===== src/rtl/hub75_rx_capture.sv =====
// HUB75 receiver: synchronizes the panel bus, rebuilds each shifted line and
// replays it as a column-ordered pixel write burst tagged with row and bitplane.
module hub75_rx_capture #(
    parameter int hpixel_p = 64,
    parameter int vpixel_p = 32,
    parameter int bpp_p    = 8,
    localparam int row_bits_p   = $clog2(vpixel_p / 2),
    localparam int plane_bits_p = $clog2(bpp_p),
    localparam int col_bits_p   = $clog2(hpixel_p),
    localparam int cnt_bits_p   = $clog2(hpixel_p + 1)
) (
    input  logic                    clk,
    input  logic                    rst_n,
    input  logic                    i_hclk,
    input  logic                    i_stb,
    input  logic [row_bits_p-1:0]   i_row,
    input  logic [5:0]              i_rgb,
    input  logic                    i_clr_overrun,
    output logic                    o_wr_en,
    output logic [row_bits_p-1:0]   o_wr_row,
    output logic [col_bits_p-1:0]   o_wr_col,
    output logic [plane_bits_p-1:0] o_wr_plane,
    output logic [5:0]              o_wr_rgb,
    output logic                    o_short_line,
    output logic                    o_overrun
);

    typedef enum logic {IDLE, EMIT} state_t;

    logic [2:0]            hclk_sync, stb_sync;
    logic [row_bits_p-1:0] row_s1, row_s2;
    logic [5:0]            rgb_s1, rgb_s2;
    logic                  hclk_rise, stb_rise;

    always_ff @(posedge clk or negedge rst_n) begin
        if (!rst_n) begin
            hclk_sync <= '0;
            stb_sync  <= '0;
            row_s1    <= '0;
            row_s2    <= '0;
            rgb_s1    <= '0;
            rgb_s2    <= '0;
        end else begin
            hclk_sync <= {hclk_sync[1:0], i_hclk};
            stb_sync  <= {stb_sync[1:0], i_stb};
            row_s1    <= i_row;
            row_s2    <= row_s1;
            rgb_s1    <= i_rgb;
            rgb_s2    <= rgb_s1;
        end
    end

    // Bit 2 is only an edge-detect delay; bit 1 is the synchronized level.
    assign hclk_rise = hclk_sync[1] & ~hclk_sync[2];
    assign stb_rise  = stb_sync[1] & ~stb_sync[2];

    logic [hpixel_p-1:0][5:0] shreg, shreg_nxt, hold;
    logic [cnt_bits_p-1:0]    cnt, cnt_shift;

    // New data enters at column 0 and pushes older pixels toward higher columns.
    always_comb begin
        shreg_nxt = shreg;
        if (hclk_rise)
            shreg_nxt = {shreg[hpixel_p-2:0], rgb_s2};
    end

    // Count including a shift that lands in the same cycle as the latch.
    assign cnt_shift = (hclk_rise && cnt != cnt_bits_p'(hpixel_p)) ? cnt + 1'b1 : cnt;

    state_t                state, state_nxt;
    logic [col_bits_p-1:0] col, col_nxt;
    logic                  accept;

    always_comb begin
        state_nxt = state;
        col_nxt   = col;
        accept    = 1'b0;
        case (state)
            IDLE: begin
                if (stb_rise) begin
                    accept    = 1'b1;
                    state_nxt = EMIT;
                    col_nxt   = '0;
                end
            end
            EMIT: begin
                col_nxt = col + 1'b1;
                if (col == col_bits_p'(hpixel_p - 1)) begin
                    state_nxt = IDLE;
                    col_nxt   = '0;
                end
            end
            default: state_nxt = IDLE;
        endcase
    end

    logic [row_bits_p-1:0]   cur_row;
    logic [plane_bits_p-1:0] cur_plane;
    logic                    row_vld;

    always_ff @(posedge clk or negedge rst_n) begin
        if (!rst_n) begin
            state        <= IDLE;
            col          <= '0;
            cnt          <= '0;
            cur_row      <= '0;
            cur_plane    <= '0;
            row_vld      <= 1'b0;
            o_wr_en      <= 1'b0;
            o_wr_row     <= '0;
            o_wr_col     <= '0;
            o_wr_plane   <= '0;
            o_wr_rgb     <= '0;
            o_short_line <= 1'b0;
            o_overrun    <= 1'b0;
        end else begin
            state <= state_nxt;
            col   <= col_nxt;
            cnt   <= stb_rise ? '0 : cnt_shift;

            // row_vld stands in for an invalid previous row after reset.
            if (accept) begin
                cur_row <= row_s2;
                row_vld <= 1'b1;
                if (row_vld && row_s2 == cur_row)
                    cur_plane <= (cur_plane == plane_bits_p'(bpp_p - 1)) ? '0 : cur_plane + 1'b1;
                else
                    cur_plane <= '0;
            end

            o_wr_en <= (state == EMIT);
            if (state == EMIT) begin
                o_wr_col   <= col;
                o_wr_row   <= cur_row;
                o_wr_plane <= cur_plane;
                o_wr_rgb   <= hold[col];
            end

            o_short_line <= stb_rise && (cnt_shift < cnt_bits_p'(hpixel_p));

            if (stb_rise && state == EMIT)
                o_overrun <= 1'b1;
            else if (i_clr_overrun)
                o_overrun <= 1'b0;
        end
    end

    // Line storage carries no reset; it is always written before being read.
    always_ff @(posedge clk) begin
        shreg <= shreg_nxt;
        if (accept)
            hold <= shreg_nxt;
    end

endmodule


===== config.mk =====
export PLATFORM = sky130hd
export DESIGN_NAME = hub75_rx_capture
export DESIGN_NICKNAME = d
export VERILOG_FILES = /design/src/rtl/hub75_rx_capture.sv
export SDC_FILE = /design/constraint.sdc
export NUM_CORES = 1
export LEC_CHECK = 0
export BUFFER_PORTS_ARGS = -buffer_cell sky130_fd_sc_hd__buf_4
export CAP_MARGIN = 20
export CORE_MARGIN = 8
export CORE_UTILIZATION = 35
export DETAILED_ROUTE_END_ITERATION = 8
export SLEW_MARGIN = 20
export SYNTH_ARGS = -nofsm -noshare
export SYNTH_HDL_FRONTEND = slang
export SYNTH_SLANG_ARGS = --single-unit

===== constraint.sdc =====
create_clock -name clk -period 11.8 [get_ports clk]
set_input_delay 1.18 -clock clk [delete_from_list [all_inputs] [get_ports clk]]
set_output_delay 1.18 -clock clk [all_outputs]
set_load 0.1 [all_outputs]

==> out/metrics.yaml <==
logic_synthesis:
  sequential_area_share_after_synthesis: 0.7129
  synth.top_cells.by_area: "edfxtp_1, dfxtp_1, mux2_2"
  syn-cell-area_um2: 29410
  ys_async_sr_fraction: 0.08353
  synth_top_cell_area_share: 0.3920
  synth_enable_flop_cells: 384
  postSynthCellCount: 1632
  dominantRegCellSynth: "edfxtp_1"
  synth_cell_types: 40
  synthesis.yosys.warnings: 0
  synth_seq_cells: 838
  post-synth-top-area-cell: "edfxtp_1"
  synthesis.nets: 1652
  synthesis.area_per_instance_um2: 18.02
pwr:
  combinational_power_share: 0.179
  power_density_nw_per_um2: 219.8
  swShare: 0.2728
  irDropWorstVdd_uv: 165.5
  static-leakage-power_nw: 12.40
  clock_power_share: 0.341
  internal_power_mw: 5.327
  pwr-share-seq: 0.479
  total_switching_power_mw: 1.999
worst_setup_path:
  crit_path_max_fanout: 185
  crit_path_max_incr_delay_ns: 0.78
  path_cells: "nor2b_1 -> nand2b_1 -> inv_8 -> buf_12 -> buf_4"
  kind_of_start_point_of_the_critical_path: "flip-flop"
  timing.setup.critical_path_class: "flip-flop to flip-flop"
  cp-end-kind: "flip-flop"
  critPathCapture: "hold[60]$_DFFE_PP_"
  cp_data_arrival_time_ns: 4.77
  critical_path.slowest_cell: "buf_4"
  r2r-start: "stb_sync[1]$_DFF_PN0_"
  ff2ff_path_depth: 5
  r2r_setup_slack_ns: 7.26
  crit_start: "stb_sync[1]$_DFF_PN0_"
  reg2reg_to: "hold[60]$_DFFE_PP_"
  critical_path_required_ns: 12.03
clock_network:
  postCtsResizedCells: 0
  latest_clock_arrival_within_the_worst_skew_pair_ns: 0.61
  cts.sink_count: 838
  postCtsHoldBufs: 0
  cts_setup_buffers: 0
  tritoncts_clock_tree: "yes"
  worst_setup_hold_path_clk_slew_ns: 0.06
  clockBufferDepth: 3
  clock_buffer_count_from_cts: 79
  ctsRootBufferMaster: "clkbuf_16"
  cts.htree.levels: 3
layout:
  final_layout_size_suffix_gt1_frac: 0.3876
  commonest_non_fill_non_tap_cell_in_the_layout: "mux2_2"
  antenna_cells_inserted: 0
  final_design_area_no_fill_um2: 33330
  fin_nets: 1694
  final_cell_mix: "mux2_2, edfxtp_1, dfxtp_1"
  area_growth_syn_to_layout_pct: 13.31
timing:
  tightest_slew_ns: 1.199
  share_of_the_clock_period_used_by_the_worst_path_after_layout: 0.3849
  setup_total_negative_slack_ns: 0
  timing.fmax_mhz: 220.2
  relSlewSlack: 0.2007
  min_period_ns: 4.542
  final-setup-viol-count: 0
  rsz_0062_raised_after_global_routing: "false"
  finalMaxSlewViolations: 0
  final_hold_viol_count: 0
  timing.clock.skew_ns: 0.01758
global_route:
  antenna_violations_before_repair: 0
  globalRouteTotalUtil: 0.1059
  maximum_number_of_pins_on_one_net_before_global_route_repair: 190
  number_of_global_route_vias_before_repair: 14610
  grt_pass1_wl_mm: 80.21
  grt_overflow_total: 0
detailed_routing:
  dr_wl_met2_mm: 24.34
  detail_route.iter0.violations: 763
  detail_route.vias_per_cell: 4.789
  dr_drc_count: 0
  highest-signal-layer: "met4"
  final_antenna_violating_net_count: 0
  wl_met1_mm: 22.63
  wirelength_mm: 50.22
  num_vias: 13500
  dr_wl_met3_mm: 1.973
  drt_first_pass_iters: 4
  routedWlPerCell_um: 17.81
floorplan:
  floorplan.die.height_um: 305.9
  pin_count: 37
  die_w_um: 305.9
  fp-row-count: 106
  coreArea_um2: 83420
  die_area_um2: 93570
  floorplan.initialDensity: 0.3526
outcome:
  outcome: "finished, final reports clean"
job:
  drv.max_cap_violation_count: 0
placed_design:
  detailed_place.area_um2: 30740
  buffer_ports.inserted: 36
  finalWeightedCongestion: 0.7209
  detailed_place_hpwl_mm: 28.06
min_path:
  worstHoldPathType: "flip-flop to flip-flop"
## state kept, by name, indices dropped and copies added (netlist names)
signal and flops:
stb_sync 3, state 1, col 6, o_wr_plane 3, o_wr_col 6, cur_row 4, hold 384, row_vld 1
rgb_s2 6, hclk_sync 3, rgb_s1 6, o_short_line 1, o_wr_row 4, o_wr_rgb 6, row_s1 4, row_s2 4
o_overrun 1, cnt 7, cur_plane 3, shreg 384, o_wr_en 1
## worst min-delay path by stage
stage,startpoint,end,slack [ns],cells past startpoint
after global placement,rgb_s1[4]$_DFF_PN0_,rgb_s2[4]$_DFF_PN0_,0.33,0
after detailed placement,rgb_s1[5]$_DFF_PN0_,rgb_s2[5]$_DFF_PN0_,0.34,0
after global routing,rgb_s1[4]$_DFF_PN0_,rgb_s2[4]$_DFF_PN0_,0.36,0
final,rgb_s1[3]$_DFF_PN0_,rgb_s2[3]$_DFF_PN0_,0.35,0
after floorplan,hclk_sync[0]$_DFF_PN0_,hclk_sync[1]$_DFF_PN0_,0.33,0
after CTS,rgb_s1[5]$_DFF_PN0_,rgb_s2[5]$_DFF_PN0_,0.35,0
## synthesized netlist by cell type (7+ instances only)
library cell / count
a221oi_1: 10
a22o_1: 15
a22oi_1: 24
buf_2: 40
buf_6: 7
clkbuf_1: 30
dfrtp_1: 70
dfxtp_1: 384
edfxtp_1: 384
inv_1: 11
mux2_2: 421
mux4_1: 7
mux4_2: 77
nand2_1: 36
nand2b_1: 16
nand3_1: 7
nor2_1: 10
o21ai_0: 11
xor2_1: 7
## critical path, delay by kind of cell, from the launching register on
kind	cells	cell delay, ns
DFF	1	0.37
and+or+nand+nor	2	1.08
buffers and inverters	3	2.17
## stage by stage
| step | total power, mW | std cells | worst slack [ns] | hold WS, ns | util |
|---|---|---|---|---|---|
| after global placement | 4.897 | 2673 | 7.517 | 0.3329 | 0.3685 |
| after CTS | 7.440 | 2819 | 7.266 | 0.3501 | 0.3995 |
| final | 7.326 | 2819 | 7.258 | 0.3472 | 0.3995 |
| after floorplan | 4.525 | 1632 | 2.630 | 0.3312 | - |
| after detailed placement | 4.922 | 2673 | 7.300 | 0.3364 | 0.3685 |
| after global routing | 7.637 | 2819 | 6.976 | 0.3557 | 0.3995 |
## power by group through the flow
stage	logic, mW	clock network [mW]	registers, mW
after floorplan	0.893	0	3.63
after global placement	1.32	0	3.57
after detailed placement	1.34	0	3.58
after CTS	1.35	2.57	3.52
after global routing	1.41	2.68	3.55
final	1.31	2.50	3.51
## area by class of cell
type                            count  area (um2)
Clock inverter                     27       296.5
Clock buffer                      119        2288
Tap cell                         1080        1351
Sequential cell                   838       20980
Multi-Input combinational cell    697        7976
Timing Repair Buffer               47       390.4
Fill cell                        7432       50090
Inverter                           11       48.80
## logic make-up (layout without fill, tap and decap cells)
| kind of cell | count (synthesis) | count (layout) | share of synthesized area |
|---|---|---|---|
| buffers and inverters | 97 | 204 | 0.01693 |
| DFF | 838 | 838 | 0.7129 |
| and+or+nand+nor | 92 | 92 | 0.01587 |
| xor gates and xnor gates | 9 | 9 | 0.002680 |
| AOI/OAI and AO/OA | 86 | 86 | 0.02306 |
| muxes | 505 | 505 | 0.2264 |
| adders and majority gates | 5 | 5 | 0.002127 |
## per-layer routing
| layer | vias up | track usage |
|---|---|---|
| li1 | 6338 | - |
| met1 | 6886 | 0.1360 |
| met2 | 190 | 0.1773 |
| met3 | 87 | 0.02047 |
| met4 | 0 | 0.03997 |
| met5 | - | 0 |
Note: power is estimated with default switching activity, not from simulation.
